File: config.mk
export PLATFORM = sky130hd
export DESIGN_NAME = data_check_flat
export DESIGN_NICKNAME = d
export VERILOG_FILES = /design/src/rtl/data_check_pkg.sv /design/src/rtl/data_check_if.sv /design/src/rtl/data_check_lfsr16_xnor.sv /design/src/rtl/data_check.sv /design/src/flat_wrapper.sv
export SDC_FILE = /design/constraint.sdc
export NUM_CORES = 1
export LEC_CHECK = 0
export CORE_ASPECT_RATIO = 0.9
export CORE_UTILIZATION = 54
export CTS_CLUSTER_SIZE = 20
export DETAILED_ROUTE_END_ITERATION = 16
export PLACE_DENSITY = 0.81
export SYNTH_ARGS = -nofsm -noshare
export SYNTH_HDL_FRONTEND = slang
export SYNTH_SLANG_ARGS = --single-unit
File: constraint.sdc
create_clock -name clk -period 3.6 [get_ports clk]
set_input_delay 0.36 -clock clk [delete_from_list [all_inputs] [get_ports clk]]
set_output_delay 0.36 -clock clk [all_outputs]
set_load 0.01 [all_outputs]
File: src/rtl/data_check_pkg.sv
// Shared definitions for the data_check receive-side checker and its stream source.
// Contents: LFSR seed and tap positions, the lfsr16_next() step function,
// a 16-bit popcount helper and the checker FSM state encoding.
package data_check_pkg;

    localparam logic [15:0] LFSR_SEED = 16'hABCD;
    localparam int          TAP_A     = 12;
    localparam int          TAP_B     = 3;
    localparam int          TAP_C     = 1;
    localparam int          TAP_D     = 0;

    typedef enum logic [1:0] {
        ST_IDLE   = 2'd0,
        ST_ACQ    = 2'd1,
        ST_LOCKED = 2'd2,
        ST_FAIL   = 2'd3
    } state_t;

    // Right-shifting XNOR LFSR: feedback enters at bit 15.
    function automatic logic [15:0] lfsr16_next(input logic [15:0] v);
        logic fb;
        fb = ~(v[TAP_A] ^ v[TAP_B] ^ v[TAP_C] ^ v[TAP_D]);
        return {fb, v[15:1]};
    endfunction

    function automatic logic [4:0] popcount16(input logic [15:0] v);
        logic [4:0] n;
        n = 5'd0;
        for (int i = 0; i < 16; i++) begin
            n = n + {4'd0, v[i]};
        end
        return n;
    endfunction

endpackage

File: src/rtl/data_check_if.sv
// Valid/Data pattern stream between the Data_Gen source (master) and the
// data_check receiver (slave). Valid low means the stream is idle/restarting.
interface data_check_if #(
    parameter int DATA_SIZE = 4
) ();
    logic                 Valid;
    logic [DATA_SIZE-1:0] Data;

    modport master (output Valid, output Data);
    modport slave  (input  Valid, input  Data);
endinterface

File: src/rtl/data_check_lfsr16_xnor.sv
// lfsr16_xnor: 16-bit XNOR LFSR with seed load and advance controls.
// Shared by the source and the checker so both generate the same sequence.
// Ports: clk, rstn (async active-low), load (reseed, wins over advance),
//        advance (one step), seed (load value), value (current state).
module lfsr16_xnor
    import data_check_pkg::*;
(
    input  logic        clk,
    input  logic        rstn,
    input  logic        load,
    input  logic        advance,
    input  logic [15:0] seed,
    output logic [15:0] value
);
    logic [15:0] lfsr_q;
    logic [15:0] lfsr_d;

    // Next-state selection: reseed, step or hold.
    always_comb begin
        if (load) begin
            lfsr_d = seed;
        end else if (advance) begin
            lfsr_d = lfsr16_next(lfsr_q);
        end else begin
            lfsr_d = lfsr_q;
        end
    end

    // LFSR state register.
    always_ff @(posedge clk or negedge rstn) begin
        if (!rstn) begin
            lfsr_q <= LFSR_SEED;
        end else begin
            lfsr_q <= lfsr_d;
        end
    end

    assign value = lfsr_q;
endmodule

File: src/rtl/data_check.sv
// data_check: receive-side checker for the Valid/Data pattern stream.
// Regenerates the expected sequence, acquires lock after LOCK_LEN clean words,
// counts word/bit errors while locked and declares FAIL after LOSS_LEN
// consecutive bad words. Every output is registered (1-cycle latency).
// Ports: clk, rstn (async active-low), s (stream slave: Valid, Data),
//        clr_cnt (sync counter clear), pattern_sel (0=LFSR, 1=counter),
//        locked, fail, err_pulse, err_count, bit_err_count, word_count.
// Optional feature: macro DATA_CHECK_COUNT_MODE_EN adds the counter pattern
// selected by pattern_sel (sampled in IDLE only); undefined -> LFSR only.
module data_check
    import data_check_pkg::*;
#(
    parameter int DATA_SIZE = 4,
    parameter int LOCK_LEN  = 8,
    parameter int LOSS_LEN  = 4,
    parameter int CNT_W     = 16
) (
    input  logic             clk,
    input  logic             rstn,
    data_check_if.slave      s,
    input  logic             clr_cnt,
    input  logic             pattern_sel,
    output logic             locked,
    output logic             fail,
    output logic             err_pulse,
    output logic [CNT_W-1:0] err_count,
    output logic [CNT_W-1:0] bit_err_count,
    output logic [CNT_W-1:0] word_count
);
    localparam logic [CNT_W-1:0] CNT_MAX = {CNT_W{1'b1}};
    localparam int RUN_W = $clog2(LOCK_LEN + 1);
    localparam int BAD_W = $clog2(LOSS_LEN + 1);
    localparam int BSW   = CNT_W + 6;

    state_t               state_q, state_d;
    logic [RUN_W-1:0]     run_q, run_d;
    logic [BAD_W-1:0]     bad_q, bad_d;
    logic                 locked_q, fail_q, err_pulse_q, err_pulse_d;
    logic [CNT_W-1:0]     err_count_q, err_count_d;
    logic [CNT_W-1:0]     bit_err_count_q, bit_err_count_d;
    logic [CNT_W-1:0]     word_count_q, word_count_d;
    logic [15:0]          lfsr_s;
    logic [DATA_SIZE-1:0] exp_word_s;
    logic                 match_s;
    logic                 err_inc_s;
    logic [4:0]           pop_s;
    logic [BSW-1:0]       bsum_s;

    lfsr16_xnor u_lfsr (
        .clk     (clk),
        .rstn    (rstn),
        .load    (~s.Valid),
        .advance (s.Valid),
        .seed    (LFSR_SEED),
        .value   (lfsr_s)
    );

`ifdef DATA_CHECK_COUNT_MODE_EN
    logic [DATA_SIZE-1:0] cnt_q, cnt_d;
    logic                 mode_q, mode_d, mode_s;

    // Pattern mode is taken live in IDLE and frozen for the rest of the stream.
    always_comb begin
        mode_s = (state_q == ST_IDLE) ? pattern_sel : mode_q;
        mode_d = mode_s;
        if (!s.Valid) begin
            cnt_d = '0;
        end else begin
            cnt_d = cnt_q + DATA_SIZE'(1);
        end
        if (mode_s) begin
            exp_word_s = cnt_q;
        end else begin
            exp_word_s = lfsr_s[DATA_SIZE-1:0];
        end
    end

    // Counter-pattern state.
    always_ff @(posedge clk or negedge rstn) begin
        if (!rstn) begin
            cnt_q  <= '0;
            mode_q <= 1'b0;
        end else begin
            cnt_q  <= cnt_d;
            mode_q <= mode_d;
        end
    end
`else
    logic unused_pattern_sel_s;
    assign unused_pattern_sel_s = pattern_sel;
    assign exp_word_s = lfsr_s[DATA_SIZE-1:0];
`endif

    logic unused_lfsr_s;
    assign unused_lfsr_s = ^lfsr_s;

    assign match_s = (s.Data == exp_word_s);
    assign pop_s   = popcount16(16'(s.Data ^ exp_word_s));
    assign bsum_s  = BSW'(bit_err_count_q) + BSW'(pop_s);

    // Lock FSM: run counts clean words toward lock, bad_run counts errors toward FAIL.
    always_comb begin
        state_d     = state_q;
        run_d       = run_q;
        bad_d       = bad_q;
        err_pulse_d = 1'b0;
        err_inc_s   = 1'b0;
        if (!s.Valid) begin
            state_d = ST_IDLE;
            run_d   = '0;
            bad_d   = '0;
        end else begin
            case (state_q)
                ST_IDLE: begin
                    run_d   = match_s ? RUN_W'(1) : '0;
                    state_d = (run_d == RUN_W'(LOCK_LEN)) ? ST_LOCKED : ST_ACQ;
                end
                ST_ACQ: begin
                    run_d = match_s ? (run_q + RUN_W'(1)) : '0;
                    if (run_d == RUN_W'(LOCK_LEN)) begin
                        state_d = ST_LOCKED;
                    end else begin
                        state_d = ST_ACQ;
                    end
                end
                ST_LOCKED: begin
                    if (!match_s) begin
                        err_pulse_d = 1'b1;
                        err_inc_s   = 1'b1;
                        bad_d       = bad_q + BAD_W'(1);
                        if (bad_d == BAD_W'(LOSS_LEN)) begin
                            state_d = ST_FAIL;
                        end else begin
                            state_d = ST_LOCKED;
                        end
                    end else begin
                        bad_d = '0;
                    end
                end
                ST_FAIL: begin
                    state_d = ST_FAIL;
                end
                default: begin
                    state_d = ST_IDLE;
                end
            endcase
        end
    end

    // Saturating counters; a clear in the same cycle as an increment wins.
    always_comb begin
        if (clr_cnt) begin
            word_count_d = '0;
        end else if (s.Valid && (word_count_q != CNT_MAX)) begin
            word_count_d = word_count_q + CNT_W'(1);
        end else begin
            word_count_d = word_count_q;
        end

        if (clr_cnt) begin
            err_count_d = '0;
        end else if (err_inc_s && (err_count_q != CNT_MAX)) begin
            err_count_d = err_count_q + CNT_W'(1);
        end else begin
            err_count_d = err_count_q;
        end

        if (clr_cnt) begin
            bit_err_count_d = '0;
        end else if (err_inc_s) begin
            bit_err_count_d = (bsum_s > BSW'(CNT_MAX)) ? CNT_MAX : bsum_s[CNT_W-1:0];
        end else begin
            bit_err_count_d = bit_err_count_q;
        end
    end

    // FSM state, run counters and registered outputs.
    always_ff @(posedge clk or negedge rstn) begin
        if (!rstn) begin
            state_q         <= ST_IDLE;
            run_q           <= '0;
            bad_q           <= '0;
            locked_q        <= 1'b0;
            fail_q          <= 1'b0;
            err_pulse_q     <= 1'b0;
            err_count_q     <= '0;
            bit_err_count_q <= '0;
            word_count_q    <= '0;
        end else begin
            state_q         <= state_d;
            run_q           <= run_d;
            bad_q           <= bad_d;
            locked_q        <= (state_d == ST_LOCKED);
            fail_q          <= (state_d == ST_FAIL);
            err_pulse_q     <= err_pulse_d;
            err_count_q     <= err_count_d;
            bit_err_count_q <= bit_err_count_d;
            word_count_q    <= word_count_d;
        end
    end

    assign locked        = locked_q;
    assign fail          = fail_q;
    assign err_pulse     = err_pulse_q;
    assign err_count     = err_count_q;
    assign bit_err_count = bit_err_count_q;
    assign word_count    = word_count_q;
endmodule

File: src/flat_wrapper.sv
// flat-port wrapper written by rule: the top's interface ports become plain ports
module data_check_flat import data_check_pkg::*;
#(
    parameter int DATA_SIZE = 4,
    parameter int LOCK_LEN  = 8,
    parameter int LOSS_LEN  = 4,
    parameter int CNT_W     = 16
)
  (clk, rstn, clr_cnt, pattern_sel, locked, fail, err_pulse, err_count, bit_err_count, word_count, s_Valid, s_Data);
  data_check_if #(.DATA_SIZE(DATA_SIZE)) s_i ();
  input  logic clk;
  input  logic rstn;
  input  logic clr_cnt;
  input  logic pattern_sel;
  output logic locked;
  output logic fail;
  output logic err_pulse;
  output logic [CNT_W-1:0] err_count;
  output logic [CNT_W-1:0] bit_err_count;
  output logic [CNT_W-1:0] word_count;
  input wire logic [$bits(s_i.Valid)-1:0] s_Valid;
  input wire logic [$bits(s_i.Data)-1:0] s_Data;
  assign s_i.Valid = s_Valid;
  assign s_i.Data = s_Data;
  data_check #(.DATA_SIZE(DATA_SIZE), .LOCK_LEN(LOCK_LEN), .LOSS_LEN(LOSS_LEN), .CNT_W(CNT_W)) u_core (.clk(clk), .rstn(rstn), .s(s_i), .clr_cnt(clr_cnt), .pattern_sel(pattern_sel), .locked(locked), .fail(fail), .err_pulse(err_pulse), .err_count(err_count), .bit_err_count(bit_err_count), .word_count(word_count));
endmodule
Word level (Yosys, flattened, before mapping)

Index checks and enable logic that the tools add are counted.

Register bits after elaboration: 76
Latch bits: 0
Memories: 0
Bits of input ports: 9
RAM bits: 0
ROM bits: 0

Reductions and logical operators: 6
Divide/modulo/power cells: 0
Multiplexer cells: 24
$mul: 0
Eq/ne operators: 13
$add $sub $neg: 20
Magnitude comparators: 1
Shift operators: 0
Bitwise gates (word level): 5

Operator list:

| cell                  | number |
|---|---|
| $mux 16               | 8 |
| $add 5x1->5 const B   | 12 |
| $add 16x1->16 const B | 2 |
| $ne 16x16->1 const B  | 2 |
| $gt 22x16->1 const B  | 1 |
| $add 16x5->17         | 1 |
| $add 5x1->5           | 2 |
| $mux 3                | 3 |
| $eq 2x2->1 const B    | 4 |
| $eq 4x4->1 const B    | 2 |
| $mux 2                | 4 |
| $mux 4                | 2 |
| $pmux 2 s4            | 1 |
| $pmux 4 s2            | 1 |
| $reduce_bool 2->1     | 3 |
| $mux 1                | 5 |
| $add 4x1->4 const B   | 1 |
| $eq 4x4->1            | 1 |
| $xor 4x4->4           | 1 |
| $add 3x1->3 const B   | 1 |
| $eq 3x3->1 const B    | 1 |
| $ne 3x1->1 const B    | 1 |
| $xor 1x1->1           | 3 |
| $add 1x1->2           | 1 |
| other kinds (5)       | 6 |

Logic depth before layout (Yosys ltp)

Word-level depth: 21
Gate-level depth with buffers: 14
Gate-level depth less buffers: 13

Hierarchy

A second synthesis with hierarchy kept.

Cells, all modules: 428
Area, all modules: 4101.4 sq um

Modules (own cells, without submodules):

| module      | times used | sequential area each (sq um) | area an instance (sq um) | cells each |
|---|---|---|---|---|
| data_check  | 1          | 1501.4                       | 3306.9                   | 355 |
| lfsr16_xnor | 1          | 412.9                        | 794.5                    | 73 |

Least setup slack after synthesis

No wires, ideal clock.

Path type: register to register
From: register u_core.u_lfsr.lfsr_q[1] (netlist: u_core.u_lfsr.value[1])
To: register u_core.bit_err_count_q[10] (netlist: u_core.bit_err_count[10])
Required time: 3.464 ns
Buffers on the path: 1
Path slack: 0.625 ns
Cell stages (with the launch flop): 15
Period minus slack after synthesis: 2.975 ns
Arrival time: 2.839 ns
Library setup time: 0.136 ns
Cells stage by stage: dfrtp_1 xor2_1 inv_1 ha_1 inv_1 fa_1 inv_1 ha_1 fa_1 a21o_1 nand3_1 nor2_1 buf_4 nor4bb_1 nor3_1

Longest elaborated chain between the ends: 21
Elaborated cells on any way between the ends: 26
Classes of those cells: add/sub: 16; order compare: 1; eq/ne: 1; mux: 6; bitwise: 1; reduce/logical: 1

RTL lines:

| element                    | line                         | text |
|---|---|---|
| start: declaration         | data_check_lfsr16_xnor.sv:15 | `logic [15:0] lfsr_q;` |
| start signal: assignment   | data_check_lfsr16_xnor.sv:34 | `lfsr_q <= lfsr_d;` |
| $xor 4x4->4                | data_check.sv:98             | `assign pop_s = popcount16(16'(s.Data ^ exp_word_s));` |
| $add 1x1->2                | data_check_pkg.sv:30         | `n = n + {4'd0, v[i]};` |
| $add 5x1->5 (14 in series) | data_check_pkg.sv:30         |  |
| $add 16x5->17              | data_check.sv:99             | `assign bsum_s = BSW'(bit_err_count_q) + BSW'(pop_s);` |
| $gt 22x16->1               | data_check.sv:171            | `bit_err_count_d = (bsum_s > BSW'(CNT_MAX)) ? CNT_MAX : bsum_s[CNT_W-1:0];` |
| $mux 16                    | data_check.sv:171            |  |
| $mux 16                    | data_check.sv:170            | `end else if (err_inc_s) begin` |
| $mux 16                    | data_check.sv:168            | `if (clr_cnt) begin` |
| end signal: assignment     | data_check.sv:197            | `bit_err_count_q <= bit_err_count_d;` |
| end: declaration           | data_check.sv:40             | `logic [CNT_W-1:0] bit_err_count_q, bit_err_count_d;` |

Several ways; a longest one is shown, not always the timed one. The select of a mux whose other input is x is not followed.
A chain may end at the register's enable or synchronous reset.

Final worst setup path

From: input s_Data[1]
To: register u_core.bit_err_count_q[10] (netlist: u_core.bit_err_count[10])

Longest elaborated chain between the ends: 21
Elaborated cells on any way between the ends: 26
Classes of those cells: add/sub: 16; order compare: 1; eq/ne: 1; mux: 6; bitwise: 1; reduce/logical: 1

RTL lines:

| element                    | line                 | text |
|---|---|---|
| start: declaration         | flat_wrapper.sv:22   | `input wire logic [$bits(s_i.Data)-1:0] s_Data;` |
| $xor 4x4->4                | data_check.sv:98     |  |
| $add 1x1->2                | data_check_pkg.sv:30 |  |
| $add 5x1->5 (14 in series) | data_check_pkg.sv:30 |  |
| $add 16x5->17              | data_check.sv:99     |  |
| $gt 22x16->1               | data_check.sv:171    |  |
| $mux 16                    | data_check.sv:171    |  |
| $mux 16                    | data_check.sv:170    |  |
| $mux 16                    | data_check.sv:168    |  |

Several ways; a longest one is shown, not always the timed one. The select of a mux whose other input is x is not followed.

==> metrics.txt <==
outcome complete, no violations; Crit-path slowest cell clkdlybuf4s50_1; CTS tree done; CP Capture Type flop; Crit. Startpoint s_Data[1]; setup TNS 0 ps; Max-Cap Viols 0; # placed instances 542; number of synthesized flops with an enable pin 0; CP top delay family adder cells; Fin Hold WS 132 ps; most frequent cells in the layout 66 x dfrtp_1, 57 x clkdlybuf4s50_1, 46 x nor2_1; Area Overhead vs Synth 25.2%; # diodes 0; row count 29; Core Box Area 7040 um2; DR WL/cell 15.6 um; FF-to-FF setup slack 300 ps; Netlist Area Pre-Place 3940 um2; Mean Syn Cell Area 10.0 um2; cell mode on critical path inv_1; minimum clock period 3400 ps; slew margin rel. 18.0%; clk_lat worst skew 350 ps; Die Footprint 7640 um2; Die W 92.0 um; CP bufs+invs 5; port bufs 58; Hold Violations, Final 0; HP Class primary input to asynchronous set/reset pin; CP Cell Sequence clkdlybuf4s50_1 -> xor2_1 -> inv_1 -> ha_1 -> inv_1 -> fa_1 -> inv_1 -> ha_1 -> fa_1 -> a21o_1 -> nand3_1 -> nor2_2 -> buf_4 -> nor4bb_1 -> nor3_1; initial antenna violation count 0; Finished Core Util 70.0%; crit path DAT 3580 ps; Crit path required time 3780 ps; worst-margin pin slew 1230 ps; Synth Warn # 0; clk_skew 6.91 ps; fin nets 482; Iter 0 DRT Violations 188; clk sink count 76; cts hold-fix bufs 0; Root Buffer clkbuf_8; Synthesized Nets 414; CP max stage delay 500 ps; Seq/Total Area, Yosys 48.6%; drt drc 0; Synth Flop Type dfrtp_1; vias per inst 5.85; commonest non-fill, non-tap cell in the layout dfrtp_1; crit path launch type primary input; FF-to-FF Start u_core.u_lfsr.value[1]$_DFF_PN0_; final setup vio count 0; Num CTS Buffers 9; number of iterations in the first detailed-routing pass 5; Max IR drop VDD 346 uV; Detail Placement HPWL 5750 um; Achievable Freq 294 MHz; CTS Buffer Depth 2; Mapped Cells 392; register bit count reported by yosys 76; RD Place Congestion 0.820; Slew Viols, Final 0; Worst R2R Path Depth 14; vias in the first global route 3178; first-pass GRT wire length 14700 um; Via Count 3262; RSZ-0062 raised after global routing no; fin crit share 94.5%; Ports 60; reg-to-reg critical path endpoint u_core.bit_err_count[10]$_DFFE_PN0P_; Async SR Flop Fraction 100%; total gr overflow 0; H-tree levels 3; initial core utilization 55.9%; post-synthesis cell type count 57; Die Height 83.0 um; share of cells above drive strength 1 11.8%; LEAKAGE 2.08 nW; kind of critical path primary input to flop; drt total wl 8690 um; CTS clk-pin slew, worst paths 80 ps; crit path max fanout 5; largest net degree at the start of global routing 77; fin cells 558; GRT Total Usage 24.2%; Pwr Density 371 nW/um2; ANT nets after route 0
[routing by layer]
metal	share of wire (%)	GRT usage, %
met1	45	32.4
met2	48	38.3
met4	1.4	9.80
met5	0	0
met3	5.6	5.40
[timing repair]
item                                    4_1_cts  5_1_grt
setup buffers                                 0        0
gates resized for setup                       0        2
endpoints found under the setup margin        0        4
[flip-flops by register name, indices dropped and copies added (netlist names)]
| name | cells |
|---|---|
| u_core.bit_err_count | 16 |
| u_core.err_count | 16 |
| u_core.u_lfsr.value | 16 |
| u_core.word_count | 16 |
| u_core.run_q | 4 |
| u_core.bad_q | 3 |
| u_core.state_q | 2 |
| u_core.err_pulse | 1 |
| u_core.fail | 1 |
| u_core.locked | 1 |
[synthesized netlist by cell type, types with 2 or more instances]
| library cell | number | share of area [%] |
|---|---|---|
| a211oi_1 | 9 | 1.7 |
| a21o_1 | 3 | 0.57 |
| a21oi_1 | 11 | 1.4 |
| a221oi_1 | 3 | 0.67 |
| a311oi_1 | 2 | 0.45 |
| a31oi_1 | 6 | 0.95 |
| and2_1 | 11 | 1.7 |
| and3_1 | 12 | 1.9 |
| and4_1 | 3 | 0.67 |
| buf_2 | 3 | 0.38 |
| clkbuf_1 | 10 | 0.95 |
| dfrtp_1 | 66 | 42 |
| dfstp_2 | 10 | 6.7 |
| fa_1 | 2 | 1.0 |
| ha_1 | 11 | 3.5 |
| inv_1 | 15 | 1.4 |
| mux2i_1 | 2 | 0.51 |
| nand2_1 | 16 | 1.5 |
| nand2b_1 | 10 | 1.6 |
| nand3_1 | 15 | 1.9 |
| nand3b_1 | 2 | 0.38 |
| nand4_1 | 13 | 2.1 |
| nor2_1 | 47 | 4.5 |
| nor3_1 | 21 | 2.7 |
| nor3b_1 | 3 | 0.57 |
| nor4bb_1 | 2 | 0.51 |
| o211ai_1 | 8 | 1.5 |
| o21ai_0 | 12 | 1.5 |
| or2_2 | 2 | 0.32 |
| or3_1 | 3 | 0.48 |
| xnor2_1 | 17 | 3.8 |
| xor2_1 | 17 | 3.8 |
[worst max-delay path by stage]
stage	depth (start not counted)	slack, ps	to
after floorplan	14	620	u_core.bit_err_count[10]$_DFFE_PN0P_
after global placement	14	-60	u_core.bit_err_count[7]$_DFFE_PN0P_
after detailed placement	14	-140	u_core.bit_err_count[7]$_DFFE_PN0P_
after CTS	14	130	u_core.bit_err_count[7]$_DFFE_PN0P_
after global routing	15	30	u_core.bit_err_count[10]$_DFFE_PN0P_
final	15	200	u_core.bit_err_count[10]$_DFFE_PN0P_
[layout make-up]
| class | count | area [um2] |
|---|---|---|
| multi-input combinational | 285 | 1910 |
| timing repair buffer | 72 | 683 |
| inverter | 16 | 60.1 |
| clock inverter | 4 | 95.1 |
| tap | 93 | 116 |
| fill | 524 | 2110 |
| sequential | 76 | 1910 |
| clock buffer | 12 | 155 |
[cell families (layout without fill, tap and decap cells)]
group / count (synthesis) / after routing / synth area share, %
buffers and inverters: 31 / 104 / 3.15
xor gates and xnor gates: 35 / 35 / 7.98
muxes: 2 / 2 / 0.509
AOI/OAI and AO/OA: 65 / 65 / 11.6
and+or+nand+nor: 170 / 170 / 23.6
DFF: 76 / 76 / 48.6
adders and majority gates: 13 / 13 / 4.51
[per-stage QoR]
stage	power, mW	area (um2)	setup slack (ps)
final	1.83	4930	199
after global routing	1.88	4930	29.4
after CTS	1.84	4920	126
after detailed placement	1.03	4670	-140
after global placement	1.02	4670	-59.8
after floorplan	0.971	3940	625
[power by group]
group | internal, mW | leakage (nW) | total, mW | switching, mW
Sequential | 0.875 | 1.01 | 0.884 | 0.00970
Combinational | 0.0500 | 0.935 | 0.127 | 0.0770
Clock | 0.498 | 0.127 | 0.819 | 0.321
Total | 1.42 | 2.08 | 1.83 | 0.408
[worst reg2reg max path: stages, from the launching register on]
cell      delay, ps
dfrtp_1         410
xor2_1          230
inv_1            70
ha_1            280
inv_1            50
fa_1            350
inv_1            60
ha_1            270
fa_1            470
a21o_1          250
nand3_1         120
nor2_2           70
buf_4           140
nor4bb_1        280
nor3_1           80
Note: power is estimated with default switching activity, not from simulation.
